===== config.mk =====
export PLATFORM = sky130hd
export DESIGN_NAME = shift_unit_pipe_flat
export DESIGN_NICKNAME = d
export VERILOG_FILES = /design/src/rtl/shift_unit_pipe_if.sv /design/src/rtl/shift_unit_pipe.sv /design/src/flat_wrapper.sv
export SDC_FILE = /design/constraint.sdc
export NUM_CORES = 1
export LEC_CHECK = 0
export CORE_MARGIN = 5
export CORE_UTILIZATION = 71
export CTS_CLUSTER_SIZE = 25
export DETAILED_ROUTE_END_ITERATION = 6
export DONT_BUFFER_PORTS = 1
export PLACE_DENSITY = 0.87
export SYNTH_ARGS = -nofsm -noshare
export SYNTH_HDL_FRONTEND = slang
export SYNTH_SLANG_ARGS = --single-unit

===== constraint.sdc =====
create_clock -name clk -period 3.5 [get_ports clk]
set_input_delay 0.35 -clock clk [delete_from_list [all_inputs] [get_ports clk]]
set_output_delay 0.35 -clock clk [all_outputs]
set_load 0.01 [all_outputs]

===== src/rtl/shift_unit_pipe_if.sv =====
// Valid/ready bundle for the pipelined barrel shifter.
// Master drives operations in and consumes results.
interface shift_unit_pipe_if #(
  parameter int WIDTH   = 32,
  parameter int SHAMT_W = 5,
  parameter int TAG_W   = 5
);
  logic               in_valid;
  logic               in_ready;
  logic [1:0]         mode;
  logic [SHAMT_W-1:0] shamt;
  logic [WIDTH-1:0]   data_in;
  logic [TAG_W-1:0]   tag_in;
  logic               out_valid;
  logic               out_ready;
  logic [WIDTH-1:0]   data_out;
  logic [TAG_W-1:0]   tag_out;
  logic [1:0]         mode_out;

  modport master (
    output in_valid, mode, shamt,
    output data_in, tag_in, out_ready,
    input  in_ready, out_valid,
    input  data_out, tag_out, mode_out
  );

  modport slave (
    input  in_valid, mode, shamt,
    input  data_in, tag_in, out_ready,
    output in_ready, out_valid,
    output data_out, tag_out, mode_out
  );
endinterface


===== src/rtl/shift_unit_pipe.sv =====
// Pipelined log barrel shifter: SLL/SRL/SRA/ROR, tag sideband,
// global stall with flush, latency STAGES cycles.
module shift_unit_pipe #(
  parameter int WIDTH   = 32,
  parameter int SHAMT_W = 5,
  parameter int STAGES  = 2,
  parameter int TAG_W   = 5
) (
  input logic             clk,
  input logic             rst,
  input logic             flush,
  shift_unit_pipe_if.slave bus
);

  function automatic logic [WIDTH-1:0] lvl(
    input logic [WIDTH-1:0] d,
    input logic [1:0]       m,
    input logic             sg,
    input int               k
  );
    logic [2*WIDTH-1:0] t;
    t = '0;
    unique case (m)
      2'b00: t[WIDTH-1:0] = d << k;
      2'b01: t[WIDTH-1:0] = d >> k;
      2'b10: t = {{WIDTH{sg}}, d} >> k;
      2'b11: t[WIDTH-1:0] = (d >> k) | (d << (WIDTH - k));
    endcase
    return t[WIDTH-1:0];
  endfunction

  logic stall;
  logic unused_ok;

  assign stall = bus.out_valid && !bus.out_ready;
  assign bus.in_ready = !stall;

  for (genvar s = 0; s < STAGES; s++) begin : g_st
    logic [WIDTH-1:0]   src_d, shifted, d_q;
    logic [SHAMT_W-1:0] src_sh, sh_q;
    logic [1:0]         src_m, m_q;
    logic [TAG_W-1:0]   src_t, t_q;
    logic               src_sg, sg_q;
    logic               src_v, v_q;

    if (s == 0) begin : g_head
      // Sign is sampled once at issue so SRA fill survives all levels.
      assign src_d  = bus.data_in;
      assign src_sh = bus.shamt;
      assign src_m  = bus.mode;
      assign src_t  = bus.tag_in;
      assign src_sg = bus.data_in[WIDTH-1];
      assign src_v  = bus.in_valid;
    end else begin : g_body
      assign src_d  = g_st[s-1].d_q;
      assign src_sh = g_st[s-1].sh_q;
      assign src_m  = g_st[s-1].m_q;
      assign src_t  = g_st[s-1].t_q;
      assign src_sg = g_st[s-1].sg_q;
      assign src_v  = g_st[s-1].v_q;
    end

    always_comb begin
      shifted = src_d;
      for (int i = 0; i < SHAMT_W; i++) begin
        if (((i * STAGES) / SHAMT_W) == s && src_sh[i])
          shifted = lvl(shifted, src_m, src_sg, 1 << i);
      end
    end

    always_ff @(posedge clk or posedge rst) begin
      if (rst) begin
        v_q  <= 1'b0;
        d_q  <= '0;
        sh_q <= '0;
        m_q  <= '0;
        t_q  <= '0;
        sg_q <= 1'b0;
      end else if (flush) begin
        v_q <= 1'b0;
      end else if (!stall) begin
        v_q  <= src_v;
        d_q  <= shifted;
        sh_q <= src_sh;
        m_q  <= src_m;
        t_q  <= src_t;
        sg_q <= src_sg;
      end
    end
  end

  assign bus.out_valid = g_st[STAGES-1].v_q;
  assign bus.data_out  = g_st[STAGES-1].d_q;
  assign bus.tag_out   = g_st[STAGES-1].t_q;
  assign bus.mode_out  = g_st[STAGES-1].m_q;

  assign unused_ok = ^{g_st[STAGES-1].sh_q,
                       g_st[STAGES-1].sg_q};

endmodule


===== src/flat_wrapper.sv =====
// flat-port wrapper written by rule: the top's interface ports become plain ports
module shift_unit_pipe_flat 
#(
  parameter int WIDTH   = 32,
  parameter int SHAMT_W = 5,
  parameter int STAGES  = 2,
  parameter int TAG_W   = 5
)
  (clk, rst, flush, bus_in_valid, bus_mode, bus_shamt, bus_data_in, bus_tag_in, bus_out_ready, bus_in_ready, bus_out_valid, bus_data_out, bus_tag_out, bus_mode_out);
  shift_unit_pipe_if #(.WIDTH(WIDTH), .SHAMT_W(SHAMT_W), .TAG_W(TAG_W)) bus_i ();
  input logic clk;
  input logic rst;
  input logic flush;
  input wire logic [$bits(bus_i.in_valid)-1:0] bus_in_valid;
  input wire logic [$bits(bus_i.mode)-1:0] bus_mode;
  input wire logic [$bits(bus_i.shamt)-1:0] bus_shamt;
  input wire logic [$bits(bus_i.data_in)-1:0] bus_data_in;
  input wire logic [$bits(bus_i.tag_in)-1:0] bus_tag_in;
  input wire logic [$bits(bus_i.out_ready)-1:0] bus_out_ready;
  output wire logic [$bits(bus_i.in_ready)-1:0] bus_in_ready;
  output wire logic [$bits(bus_i.out_valid)-1:0] bus_out_valid;
  output wire logic [$bits(bus_i.data_out)-1:0] bus_data_out;
  output wire logic [$bits(bus_i.tag_out)-1:0] bus_tag_out;
  output wire logic [$bits(bus_i.mode_out)-1:0] bus_mode_out;
  assign bus_i.in_valid = bus_in_valid;
  assign bus_i.mode = bus_mode;
  assign bus_i.shamt = bus_shamt;
  assign bus_i.data_in = bus_data_in;
  assign bus_i.tag_in = bus_tag_in;
  assign bus_i.out_ready = bus_out_ready;
  assign bus_in_ready = bus_i.in_ready;
  assign bus_out_valid = bus_i.out_valid;
  assign bus_data_out = bus_i.data_out;
  assign bus_tag_out = bus_i.tag_out;
  assign bus_mode_out = bus_i.mode_out;
  shift_unit_pipe #(.WIDTH(WIDTH), .SHAMT_W(SHAMT_W), .STAGES(STAGES), .TAG_W(TAG_W)) u_core (.clk(clk), .rst(rst), .flush(flush), .bus(bus_i));
endmodule

Yosys cells after proc, flatten, opt, wreduce, memory -nomap -nowiden
Index checks and enable logic that the tools add are counted.
Operators by class
  equal/unequal tests: 7
  bitwise operators: 7
  reduce and logical (&&, ||, !) cells: 6
  muxes and demuxes: 14
Operator list (number)
  one-hot mux 32 bit (4 select lines): 5
  two-way mux 32 bit: 5
  bitwise OR 16 x 32 -> 32 bit: 1
  bitwise OR 24 x 32 -> 32 bit: 1
  bitwise OR 28 x 32 -> 32 bit: 1
  bitwise OR 30 x 32 -> 32 bit: 1
  bitwise OR 31 x 32 -> 32 bit: 1
  equality test 2 bit, second input constant: 4
  equality test 2 x 1 -> 1 bit, second input constant: 2
  logical NOT 2 bit: 2
  two-way mux 1 bit: 4
  logical NOT 1 bit: 2
  inequality test 2 bit, second input constant: 1
  inverter 1 bit: 2
  AND reduction 2 bit: 1
  logical AND 1 bit: 1
Word-level totals
  bits of input ports: 49
  word-level logic and storage cells: 44
  bits in registers: 86

Longest topological paths before layout
  depth after elaboration: 9
  mapped depth: 9

Least setup slack after synthesis
OpenSTA, ideal clock, no wires.
  path type: input to register
  from: input port bus_mode[0]
  to: register u_core.g_st[0].d_q[28]
  cell stages on the path: 8
  setup time: 0.129 ns
  data arrival time: 1.603 ns
  path slack: 1.768 ns
  cells stage by stage: buf_6 or2_1 buf_4 buf_6 nand2_1 a31o_2 nor3_1 o41a_1
Between the ends
  word-level cells in the longest chain between the ends: 9
  elaborated cells between the ends (all ways): 12
  classes of those cells: 3 x eq/ne; 6 x mux; 2 x bitwise; 1 x reduce/logical
RTL lines
  from (decl): RTL line flat_wrapper.sv:15  | input wire logic [$bits(bus_i.mode)-1:0] bus_mode;
  equality test 2 bit (tied with other cells): RTL line shift_unit_pipe.sv:23  | unique case (m)
  one-hot mux 32 bit (4 select lines): RTL line shift_unit_pipe.sv:23
  two-way mux 32 bit: RTL line shift_unit_pipe.sv:66  | if (((i * STAGES) / SHAMT_W) == s && src_sh[i])
  bitwise OR 30 x 32 -> 32 bit: RTL line shift_unit_pipe.sv:27  | 2'b11: t[WIDTH-1:0] = (d >> k) | (d << (WIDTH - k));
  one-hot mux 32 bit (4 select lines): RTL line shift_unit_pipe.sv:23
  two-way mux 32 bit: RTL line shift_unit_pipe.sv:66
  bitwise OR 28 x 32 -> 32 bit: RTL line shift_unit_pipe.sv:27
  one-hot mux 32 bit (4 select lines): RTL line shift_unit_pipe.sv:23
  two-way mux 32 bit *: RTL line shift_unit_pipe.sv:66
  to (signal assigned): RTL line shift_unit_pipe.sv:83  | d_q <= shifted;
  to (decl): RTL line shift_unit_pipe.sv:39  | logic [WIDTH-1:0] src_d, shifted, d_q;
Every way passes the cells marked *; elsewhere a longest branch is shown, timed or not.
A chain may end at the register's enable or synchronous reset.

Worst setup path after layout
  from: register u_core.g_st[0].m_q[1]
  to: register u_core.g_st[1].d_q[20], in the netlist u_core.bus.data_out[20]
Between the ends
  word-level cells in the longest chain between the ends: 6
  elaborated cells between the ends (all ways): 9
  classes of those cells: 3 x eq/ne; 4 x mux; 1 x bitwise; 1 x reduce/logical
RTL lines
  from (decl): RTL line shift_unit_pipe.sv:41  | logic [1:0] src_m, m_q;
  from (signal assigned): RTL line shift_unit_pipe.sv:85  | m_q <= src_m;
  equality test 2 bit (tied with other cells): RTL line shift_unit_pipe.sv:23
  one-hot mux 32 bit (4 select lines): RTL line shift_unit_pipe.sv:23
  two-way mux 32 bit: RTL line shift_unit_pipe.sv:66
  bitwise OR 16 x 32 -> 32 bit: RTL line shift_unit_pipe.sv:27
  one-hot mux 32 bit (4 select lines): RTL line shift_unit_pipe.sv:23
  two-way mux 32 bit *: RTL line shift_unit_pipe.sv:66
  to (signal assigned): RTL line shift_unit_pipe.sv:83
  to (decl): RTL line shift_unit_pipe.sv:39
Marks and branches as above.

==> results.md <==
* Die extent in y at between 100 and 150 um
* CP Capture Type: flip-flop
* Top Ports at 90
* CTS tree: yes
* Root Driver: clkbuf_8
* Filler Cells Inserted at roughly 800
* Sequential power share at 0.454
* Layout cells sized above 1 at 0.0682
* Row count at 37
* WP data required at 3760 ps
* Postcts setup bufs at 0
* Initial antenna violation count at 0
* Int Pwr at slightly below 2 mW
* Ys Warns at 0
* Mapped Avg Cell Area at approximately 7.5 um^2
* Worst EP arrival at around 2900 ps
* Worst slew margin at 0.147
* Crit path max fanout at 16
* Final setup violation count at 0
* Starting density of the core at 0.717
* Max Slew Vio Count at 0
* Placer congestion estimate at between 1 and 1.5
* Max_cap viols at 0
* Cts repair resizes at 0
* EDFF count, synth at 0
* Final hold vios at 5
* Min Hold Slack at -3.21 ps
* Post-layout nets at approximately 950
* Hold-fix buffers at CTS at 0
* Sw frac at 0.372
* Vias per cell at ~7.4
* Synth Flop Type: dfrtp_1
* VDD IR-drop max at ~420 uV
* Final wirelength at around 25 mm
* Full die area at 12400 um^2
* Sw Pwr at between 1 and 1.5 mW
* H-Tree Depth at 3
* Net Count, Synth at around 1000
* Number of inserted diodes at 0
* Crit path time final at around 2600 ps
* Core Region at ~10000 um^2
* DR vias at slightly below 8000
* Vias in the first global route at ~7300
* Cell count after synthesis at ~1000
* First-pass GRT wire length at between 30 and 40 mm
* Worst Clk Skew at 7.42 ps
* Iteration-0 DRC count of the detailed router at 1461
* DR DRC count at 3
* Period utilization at 0.741
* GRT Total Usage at 0.394
* RSZ-0062 raised after global routing: no
* Register area share after synthesis at 0.286
* Pre-Repair DR Iteration Count at 7
* Critical path startpoint category: flip-flop
* Die X at around 110 um
* Largest net degree at the start of global routing at ~130
* Failing checks: DRC, hold timing
* Comb power frac at 0.295
* Buffers on Ports at 0
* Hold crit path type: primary input to async pin
* Synth async-reset ratio at 1.00
* Final HPWL from detailed placement at between 15 and 20 mm
* Clock Latency Late Sink at between 300 and 400 ps
* CTS sink count at between 80 and 90
* CTS buffer count at 9
* Clk buf depth at 2
* Clk pwr share at 0.251
* Distinct cells, synth at 73
* Area delta synth->final at 0.258%
* Register bit total from synthesis at slightly above 80
* Synthesized cell area at 7270 um^2
* Status: finished, violations left
* Routed wire length per instance at 23.6 um
* Crit Path Class: flip-flop to flip-flop
* Post-route ant nets at 0
* Slew @ Worst Pin at roughly 1300 ps
* P per Cell Area at 420 nW/um^2
* Grt total ovfl at 0
* Setup TNS at 0 ps
* Static leakage at slightly below 3 nW
* Reg clk slew, reported paths at around 80 ps
* FF-to-FF path depth at 5
* Fmax at about 390 MHz
==> power by group through the flow <==
stage	Combinational [mW]	Sequential, mW	Clock (mW)
4_1_cts	0.878	1.38	0.769
3_3_place_gp	0.841	1.39	0
5_1_grt	0.993	1.41	0.818
3_5_place_dp	0.873	1.40	0
2_1_floorplan	0.771	1.30	0
6_report	0.903	1.39	0.768
==> worst paths after layout <==
kind | slack (ps) | startpoint | to
max | 900 | u_core.g_st[0].m_q[1] | u_core.bus.data_out[20]
min | -3 | rst | u_core.bus.mode_out[0]
max reg2reg | 900 | u_core.g_st[0].m_q[1] | u_core.bus.data_out[20]
min reg2reg | 480 | u_core.g_st[0].t_q[4] | u_core.bus.tag_out[4]
max in group asynchronous | 2580 | rst | u_core.g_st[0].d_q[10]
min in group clk | 40 | flush | u_core.g_st[0].v_q
==> placed cells by master (no fill, tap or decap), drive strengths merged, types with 10 or more instances in the layout <==
cell type and instances:
a21oi 76, a2bb2oi 11, nand2 202, or3b 11, dfrtp 83, a311oi 18, nand3 28, nor2 97
o31ai 10, a31oi 28, o211ai 14, inv 10, mux2i 38, nor3 12, a211oi 11, buf 11
nand2b 22, a221oi 13, o21ai 83, clkbuf 11
==> layer usage <==
layer | up-vias | global-route usage | part of all wire
li1 | 3422 | - | -
met1 | 3535 | 0.530 | 0.36
met2 | 675 | 0.610 | 0.45
met3 | 127 | 0.0819 | 0.13
met4 | 0 | 0.185 | 0.055
met5 | - | 0 | 0
==> cells in the mapped netlist (11+ instances only) <==
cell type	count	area [um^2]
nand3_1	28	140
or3b_1	11	96.3
nor3_1	12	60.1
o211ai_1	14	105
buf_2	26	130
a221oi_1	13	114
clkbuf_1	40	150
mux2i_1	38	380
o21ai_0	61	305
nand2b_1	22	138
a311oi_1	17	149
o21ai_1	22	110
dfrtp_1	83	2080
nand2_1	201	754
buf_4	14	105
nor2_1	95	357
a31oi_1	28	175
a21oi_1	74	370
a2bb2oi_1	11	96.3
==> logic make-up after synthesis <==
family,Yosys count,synth area share
flops,83,0.286
compound gates,327,0.302
mux,55,0.0931
buf+inv,103,0.0731
simple gates,406,0.246
==> cell type report <==
cell class                 count  area (um^2)  share of cell area
clock buffer                  11          151              0.0208
sequential                    83         2080               0.285
tap                          136          170              0.0233
clock inverter                 5         75.1              0.0103
timing repair buffer          11         95.1              0.0130
inverter                      11         42.5             0.00584
multi-input combinational    788         4680               0.642
==> through the flow <==
stage / utilization / instance area, um^2 / instances / power [mW] / setup WS [ps]
6_report: 0.719 / 7290 / 1045 / 3.06 / 905
5_1_grt: 0.719 / 7290 / 1045 / 3.22 / 759
4_1_cts: 0.719 / 7290 / 1045 / 3.03 / 989
3_5_place_dp: 0.697 / 7060 / 1029 / 2.28 / 1020
3_3_place_gp: 0.697 / 7060 / 1029 / 2.23 / 1090
2_1_floorplan: - / 7270 / 974 / 2.07 / 1010
==> sequential cells by signal (all words and copies together) (netlist names) <==
| signal | flops |
|---|---|
| u_core.g_st.sg_q | 1 |
| u_core.g_st.m_q | 2 |
| u_core.g_st.d_q | 32 |
| u_core.bus.mode_out | 2 |
| u_core.g_st.sh_q | 2 |
| u_core.g_st.t_q | 5 |
| u_core.bus.tag_out | 5 |
| u_core.g_st.v_q | 1 |
| u_core.bus.out_valid | 1 |
| u_core.bus.data_out | 32 |
==> worst max-delay path, stage by stage (launching register included) <==
cell	delay [ps]
dfrtp_1	630
or2_1	520
a21oi_2	740
a221o_1	250
o21ai_0	110
o21ai_0	230
Power figures use the tool's default switching activity.
